### config.mk
export PLATFORM = sky130hd
export DESIGN_NAME = comparator_stimulus_sequencer
export DESIGN_NICKNAME = d
export VERILOG_FILES = /design/src/rtl/comparator_stimulus_sequencer.sv
export SDC_FILE = /design/constraint.sdc
export NUM_CORES = 1
export LEC_CHECK = 0
export CAP_MARGIN = 20
export CORE_MARGIN = 8
export CORE_UTILIZATION = 47
export DETAILED_ROUTE_END_ITERATION = 12
export GPL_ROUTABILITY_DRIVEN = 0
export PLACE_DENSITY = 0.76
export SKIP_LAST_GASP = 1
export SLEW_MARGIN = 20
export SYNTH_ARGS = -nofsm -noshare
export SYNTH_HDL_FRONTEND = slang
export SYNTH_SLANG_ARGS = --single-unit
### constraint.sdc
create_clock -name clk -period 1.5 [get_ports clk]
set_input_delay 0.3 -clock clk [delete_from_list [all_inputs] [get_ports clk]]
set_output_delay 0.3 -clock clk [all_outputs]
set_load 0.02 [all_outputs]
### src/rtl/comparator_stimulus_sequencer.sv
// -----------------------------------------------------------------------------
// comparator_stimulus_sequencer
//
// Purpose:
//   Exhaustive self-test driver for a 6-input, 3-bit equality comparator
//   (FI = 1 iff {A,B,C} == {D,E,F}). A start pulse runs a sweep over all 64
//   input combinations. Each vector is held for SETTLE_CYCLES cycles and then
//   FI is sampled for one cycle and compared with the expected equality.
//   Match/error counts, the first failing vector and a pass verdict are
//   reported when the sweep completes.
//
// Parameters:
//   SETTLE_CYCLES   cycles A..F are held before FI is sampled (1..15)
//
// Ports:
//   clk             in   rising-edge clock
//   rst_n           in   asynchronous active-low reset
//   start           in   one-cycle sweep request, ignored while busy
//   FI              in   comparator result for the driven A..F
//   A,B,C           out  first operand, A = MSB
//   D,E,F           out  second operand, D = MSB
//   busy            out  sweep in progress
//   done            out  sweep finished, results valid until next start
//   pass            out  err_count == 0 and match_count == 8 (valid with done)
//   match_count     out  vectors where sampled FI = 1
//   err_count       out  vectors where sampled FI differs from expected
//   first_err_vec   out  {A,B,C,D,E,F} of the first mismatch
//   first_err_valid out  first_err_vec holds a captured value
//   dbg_state       out  current FSM state (IDLE=0, SETTLE=1, SAMPLE=2, DONE=3)
// -----------------------------------------------------------------------------
module comparator_stimulus_sequencer #(
    parameter int SETTLE_CYCLES = 2
) (
    input  logic       clk,
    input  logic       rst_n,
    input  logic       start,
    input  logic       FI,
    output logic       A,
    output logic       B,
    output logic       C,
    output logic       D,
    output logic       E,
    output logic       F,
    output logic       busy,
    output logic       done,
    output logic       pass,
    output logic [6:0] match_count,
    output logic [6:0] err_count,
    output logic [5:0] first_err_vec,
    output logic       first_err_valid,
    output logic [1:0] dbg_state
);

    typedef enum logic [1:0] {
        ST_IDLE   = 2'd0,
        ST_SETTLE = 2'd1,
        ST_SAMPLE = 2'd2,
        ST_DONE   = 2'd3
    } state_t;

    // Settle counter counts SETTLE_CYCLES-1 down to 0, giving exactly
    // SETTLE_CYCLES cycles in SETTLE before the sample cycle.
    localparam logic [3:0] LP_SETTLE_LOAD = 4'(SETTLE_CYCLES - 1);

    state_t     r_state;
    state_t     w_state_nxt;
    logic [5:0] r_vec;
    logic [3:0] r_settle_cnt;
    logic [6:0] r_match_cnt;
    logic [6:0] r_err_cnt;
    logic [5:0] r_first_vec;
    logic       r_first_valid;

    logic       w_exp;
    logic       w_mismatch;
    logic       w_start_run;
    logic       w_last_vec;

    assign w_exp       = (r_vec[5:3] == r_vec[2:0]);
    assign w_mismatch  = (FI != w_exp);
    assign w_last_vec  = (r_vec == 6'd63);
    // A start is honoured only when no sweep is running.
    assign w_start_run = start && ((r_state == ST_IDLE) || (r_state == ST_DONE));

    // Next-state logic
    always_comb begin
        w_state_nxt = r_state;
        case (r_state)
            ST_IDLE:   if (start) w_state_nxt = ST_SETTLE;
            ST_SETTLE: if (r_settle_cnt == 4'd0) w_state_nxt = ST_SAMPLE;
            ST_SAMPLE: w_state_nxt = w_last_vec ? ST_DONE : ST_SETTLE;
            ST_DONE:   if (start) w_state_nxt = ST_SETTLE;
            default:   w_state_nxt = ST_IDLE;
        endcase
    end

    // State register
    always_ff @(posedge clk or negedge rst_n) begin
        if (!rst_n) begin
            r_state <= ST_IDLE;
        end else begin
            r_state <= w_state_nxt;
        end
    end

    // Datapath: vector, settle counter and result registers
    always_ff @(posedge clk or negedge rst_n) begin
        if (!rst_n) begin
            r_vec         <= 6'd0;
            r_settle_cnt  <= 4'd0;
            r_match_cnt   <= 7'd0;
            r_err_cnt     <= 7'd0;
            r_first_vec   <= 6'd0;
            r_first_valid <= 1'b0;
        end else if (w_start_run) begin
            r_vec         <= 6'd0;
            r_settle_cnt  <= LP_SETTLE_LOAD;
            r_match_cnt   <= 7'd0;
            r_err_cnt     <= 7'd0;
            r_first_vec   <= 6'd0;
            r_first_valid <= 1'b0;
        end else begin
            case (r_state)
                ST_SETTLE: begin
                    if (r_settle_cnt != 4'd0) begin
                        r_settle_cnt <= r_settle_cnt - 4'd1;
                    end
                end
                ST_SAMPLE: begin
                    if (FI) begin
                        r_match_cnt <= r_match_cnt + 7'd1;
                    end
                    if (w_mismatch) begin
                        r_err_cnt <= r_err_cnt + 7'd1;
                        if (!r_first_valid) begin
                            r_first_vec   <= r_vec;
                            r_first_valid <= 1'b1;
                        end
                    end
                    // Vector 63 is held through DONE; the sweep never wraps.
                    if (!w_last_vec) begin
                        r_vec        <= r_vec + 6'd1;
                        r_settle_cnt <= LP_SETTLE_LOAD;
                    end
                end
                default: ;
            endcase
        end
    end

    assign {A, B, C, D, E, F} = r_vec;
    assign busy            = (r_state == ST_SETTLE) || (r_state == ST_SAMPLE);
    assign done            = (r_state == ST_DONE);
    // Counts are final once DONE is entered, so the verdict is a pure decode.
    assign pass            = done && (r_err_cnt == 7'd0) && (r_match_cnt == 7'd8);
    assign match_count     = r_match_cnt;
    assign err_count       = r_err_cnt;
    assign first_err_vec   = r_first_vec;
    assign first_err_valid = r_first_valid;
    assign dbg_state       = r_state;

endmodule

==> results of run 1 <==
==> final cells by class <==
type	count	area [µm²]	area share [%]
Clock buffer	5	68.8	2.17
Clock inverter	3	17.5	0.552
Inverter	14	52.6	1.66
Multi-Input combinational cell	147	1270	40.1
Sequential cell	33	836	26.4
Tap cell	52	65.1	2.05
Timing Repair Buffer	99	858	27.1
==> Yosys cell counts (2+ instances only) <==
library cell,number
ha_1,11
dfrtp_1,33
nand2b_1,3
a21boi_2,3
nor4_1,2
nor2_1,13
inv_1,14
or3_1,2
a22o_1,2
o21ai_0,10
buf_2,3
nand2_1,13
xnor2_1,2
nand4_1,9
xnor2_2,3
or4_1,2
and2_1,3
buf_6,4
and3_1,2
mux2i_1,6
o21ai_1,3
clkbuf_1,4
nand3_1,11
a21oi_1,14
o31ai_1,2
xor2_1,10
a2111o_1,2
==> power groups by stage <==
stage                     clock, mW  sequential [mW]  combinational [mW]
after floorplan                   0             1.41                1.19
after global placement            0             1.25                2.40
after detailed placement          0             1.25                2.44
after CTS                     0.666             1.22                2.73
after global routing          0.719             1.26                3.20
final                         0.662             1.24                2.97
==> critical path, stage by stage, from the launching register on <==
cell and delay [ns]:
dfrtp_2 0.42, inv_2 0.07, ha_4 0.18, buf_4 0.16, inv_1 0.09, nor3_4 0.06, or4_4 0.50, a21oi_2 0.14
==> kinds of logic after synthesis <==
family | synth area share, %
fa+ha+maj | 6.80
buf+inv | 6.30
compound gates | 16.6
mux | 2.97
flops | 40.8
xor+xnor | 8.41
simple gates | 18.1
==> metal layers <==
| layer | up-vias | global-route usage [%] | part of all wire (%) |
|---|---|---|---|
| met4 | 0 | 5.79 | 1.4 |
| met1 | 974 | 19.4 | 40 |
| met2 | 59 | 28.6 | 53 |
| met5 | - | 0 | 0 |
| li1 | 922 | - | - |
| met3 | 8 | 3.83 | 5.1 |
==> per-stage QoR <==
step	power (mW)	setup WS (ns)	instance area [µm²]	cells
floorplan	2.61	-0.0974	2110	205
global placement	3.64	-0.257	2830	333
detailed placement	3.70	-0.301	2830	333
CTS	4.61	-0.238	3060	349
global route	5.18	-0.255	3170	353
finish	4.87	-0.170	3170	353
==> placed cells by master, fill, tap and decap left out, drive strengths merged, types with 2 or more instances in the layout <==
master,n
xnor2,5
xor2,11
inv,14
a22o,2
buf,70
o311ai,2
o21ai,13
nand2b,3
ha,11
dlygate4sd2,20
clkdlybuf4s15,2
or3,2
and2,3
a21boi,3
o31ai,3
and4,2
a2111o,2
nand4,9
dfrtp,33
nand3,11
mux2i,6
clkinv,2
nor4,2
nand2,13
or4,2
nor2,13
and3,3
clkbuf,9
a21oi,15
clkdlybuf4s50,2
==> repair_timing <==
item                                    4_1_cts  5_1_grt
buffers inserted                              8        4
resized for setup                            85       41
endpoints found under the hold margin         0        0
pin swaps                                    31       18
endpoints found under the setup margin       56       41
==> worst paths after layout <==
kind	from	endpoint	slack (ns)	cells past startpoint
max	dbg_state[0]	r_settle_cnt[2]	-0.17	7
min	rst_n	match_count[3]	0.38	2
max reg2reg	dbg_state[0]	r_settle_cnt[2]	-0.17	7
min reg2reg	first_err_vec[1]	first_err_vec[1]	0.56	2
max in group asynchronous	rst_n	r_vec[5]	0.93	2
min in group clk	first_err_vec[1]	first_err_vec[1]	0.56	2
==> state kept, by name, indices dropped and copies added, names as in the netlist <==
name / flops
dbg_state: 2
r_settle_cnt: 4
err_count: 7
first_err_valid: 1
r_vec: 6
match_count: 7
first_err_vec: 6
==> metrics.yaml, run 1 <==
ys_ff_latch: 33
internal-power_mw: 2.84
cts_htree_levels: 2
fin_nets: 315
p_clk_share_pct: 13.6
nFillCells: 308
clockBufferDepth: 2
drive_gt1_share_pct: 45.8
cts.sinks: 33
setup_tns_ns: -2.26
ir_drop_v: 0.00161
power_density_nw_per_um2: 1540
clock_skew_ns: 0.00341
ys.flop_type: "dfrtp_1"
dieWidth_um: 81.6
ys_top_cells_by_area: "dfrtp_1 41%, ha_1 6.8%, xor2_1 4.3%, a21oi_1 3.5%, mux2i_1 3.0%"
syn_nets: 220
postRouteAntennaNets: 0
die_area_um2: 6660
drc: 0
setup_viol: 23
ctsHoldBuffers: 0
die_h_um: 81.6
yosys.area.top_type_share_pct: 40.8
ioPinCount: 36
worstSetupEndpointType: "flop"
fmax_mhz: 599
io_buffer_count: 35
cts_made_buffers: 5
rows: 24
switching_share_pct: 41.6
dp.final_hpwl_mm: 3.85
syn_inst: 205
grt.total_usage_pct: 16.4
p_comb_share_pct: 60.9
routedWlPerCell_um: 16.5
period_share_pct: 111
path_class: "reg2reg"
drt_iter0_markers: 170
grt_pass1_vias: 1837
synth_largest_area_cell: "dfrtp_1"
power.switching_mw: 2.03
setup_slack_ns: -0.170
path_max_fanout: 5
failed_checks: "setup timing"
design.core.area_um2: 4260
drv_slew: 0
wirelength_mm: 5.84
yosys_warnings: 0
grt_pass1_wl_mm: 8.47
syn_avg_cell_area_um2: 9.88
seqPwrFrac_pct: 25.5
grt_max_degree: 34
first_pass_iters: 4
synth-edff-count: 0
hold_path.class: "in2async"
fin_worst_hold_slack_ns: 0.382
grt-ovfl-total: 0
timing.final.crit_period_ns: 1.67
hold_viol_final: 0
clock_latency_ns: 0.29
seq_area_frac_synth_pct: 40.8
via_per_inst: 5.56
insertedDiodeCount: 0
cts_tree: "yes"
drv_cap: 0
yosysUniqueCellTypes: 46
start_util_pct: 47.5
synth-async-reset-ratio_pct: 100
status: "complete, but fails checks"
utilization_pct: 74.4
max-slew-margin-rel_pct: 75.0
leakagePower_nw: 1.52
rsz0062_at_grt: "yes"
syn2layout_area_growth_pct: 56.6
clk_pin_slew_ns: 0.07
cp-start-kind: "flop"
crit_arrival_ns: 1.89
syn-cell-area_um2: 2020
tightest_slew_ns: 0.375
vias: 1963
cp.required_ns: 1.72
antenna_found_initial: 0
cts-root-buf: "clkbuf_8"
Note: power is estimated with default switching activity, not from simulation.
==> inputs of run 2 (changes only) <==
CTS_CLUSTER_SIZE = 8   (was default)
==> results of run 2 <==
Final layout, timing and power as in run 1 (identical DEF).
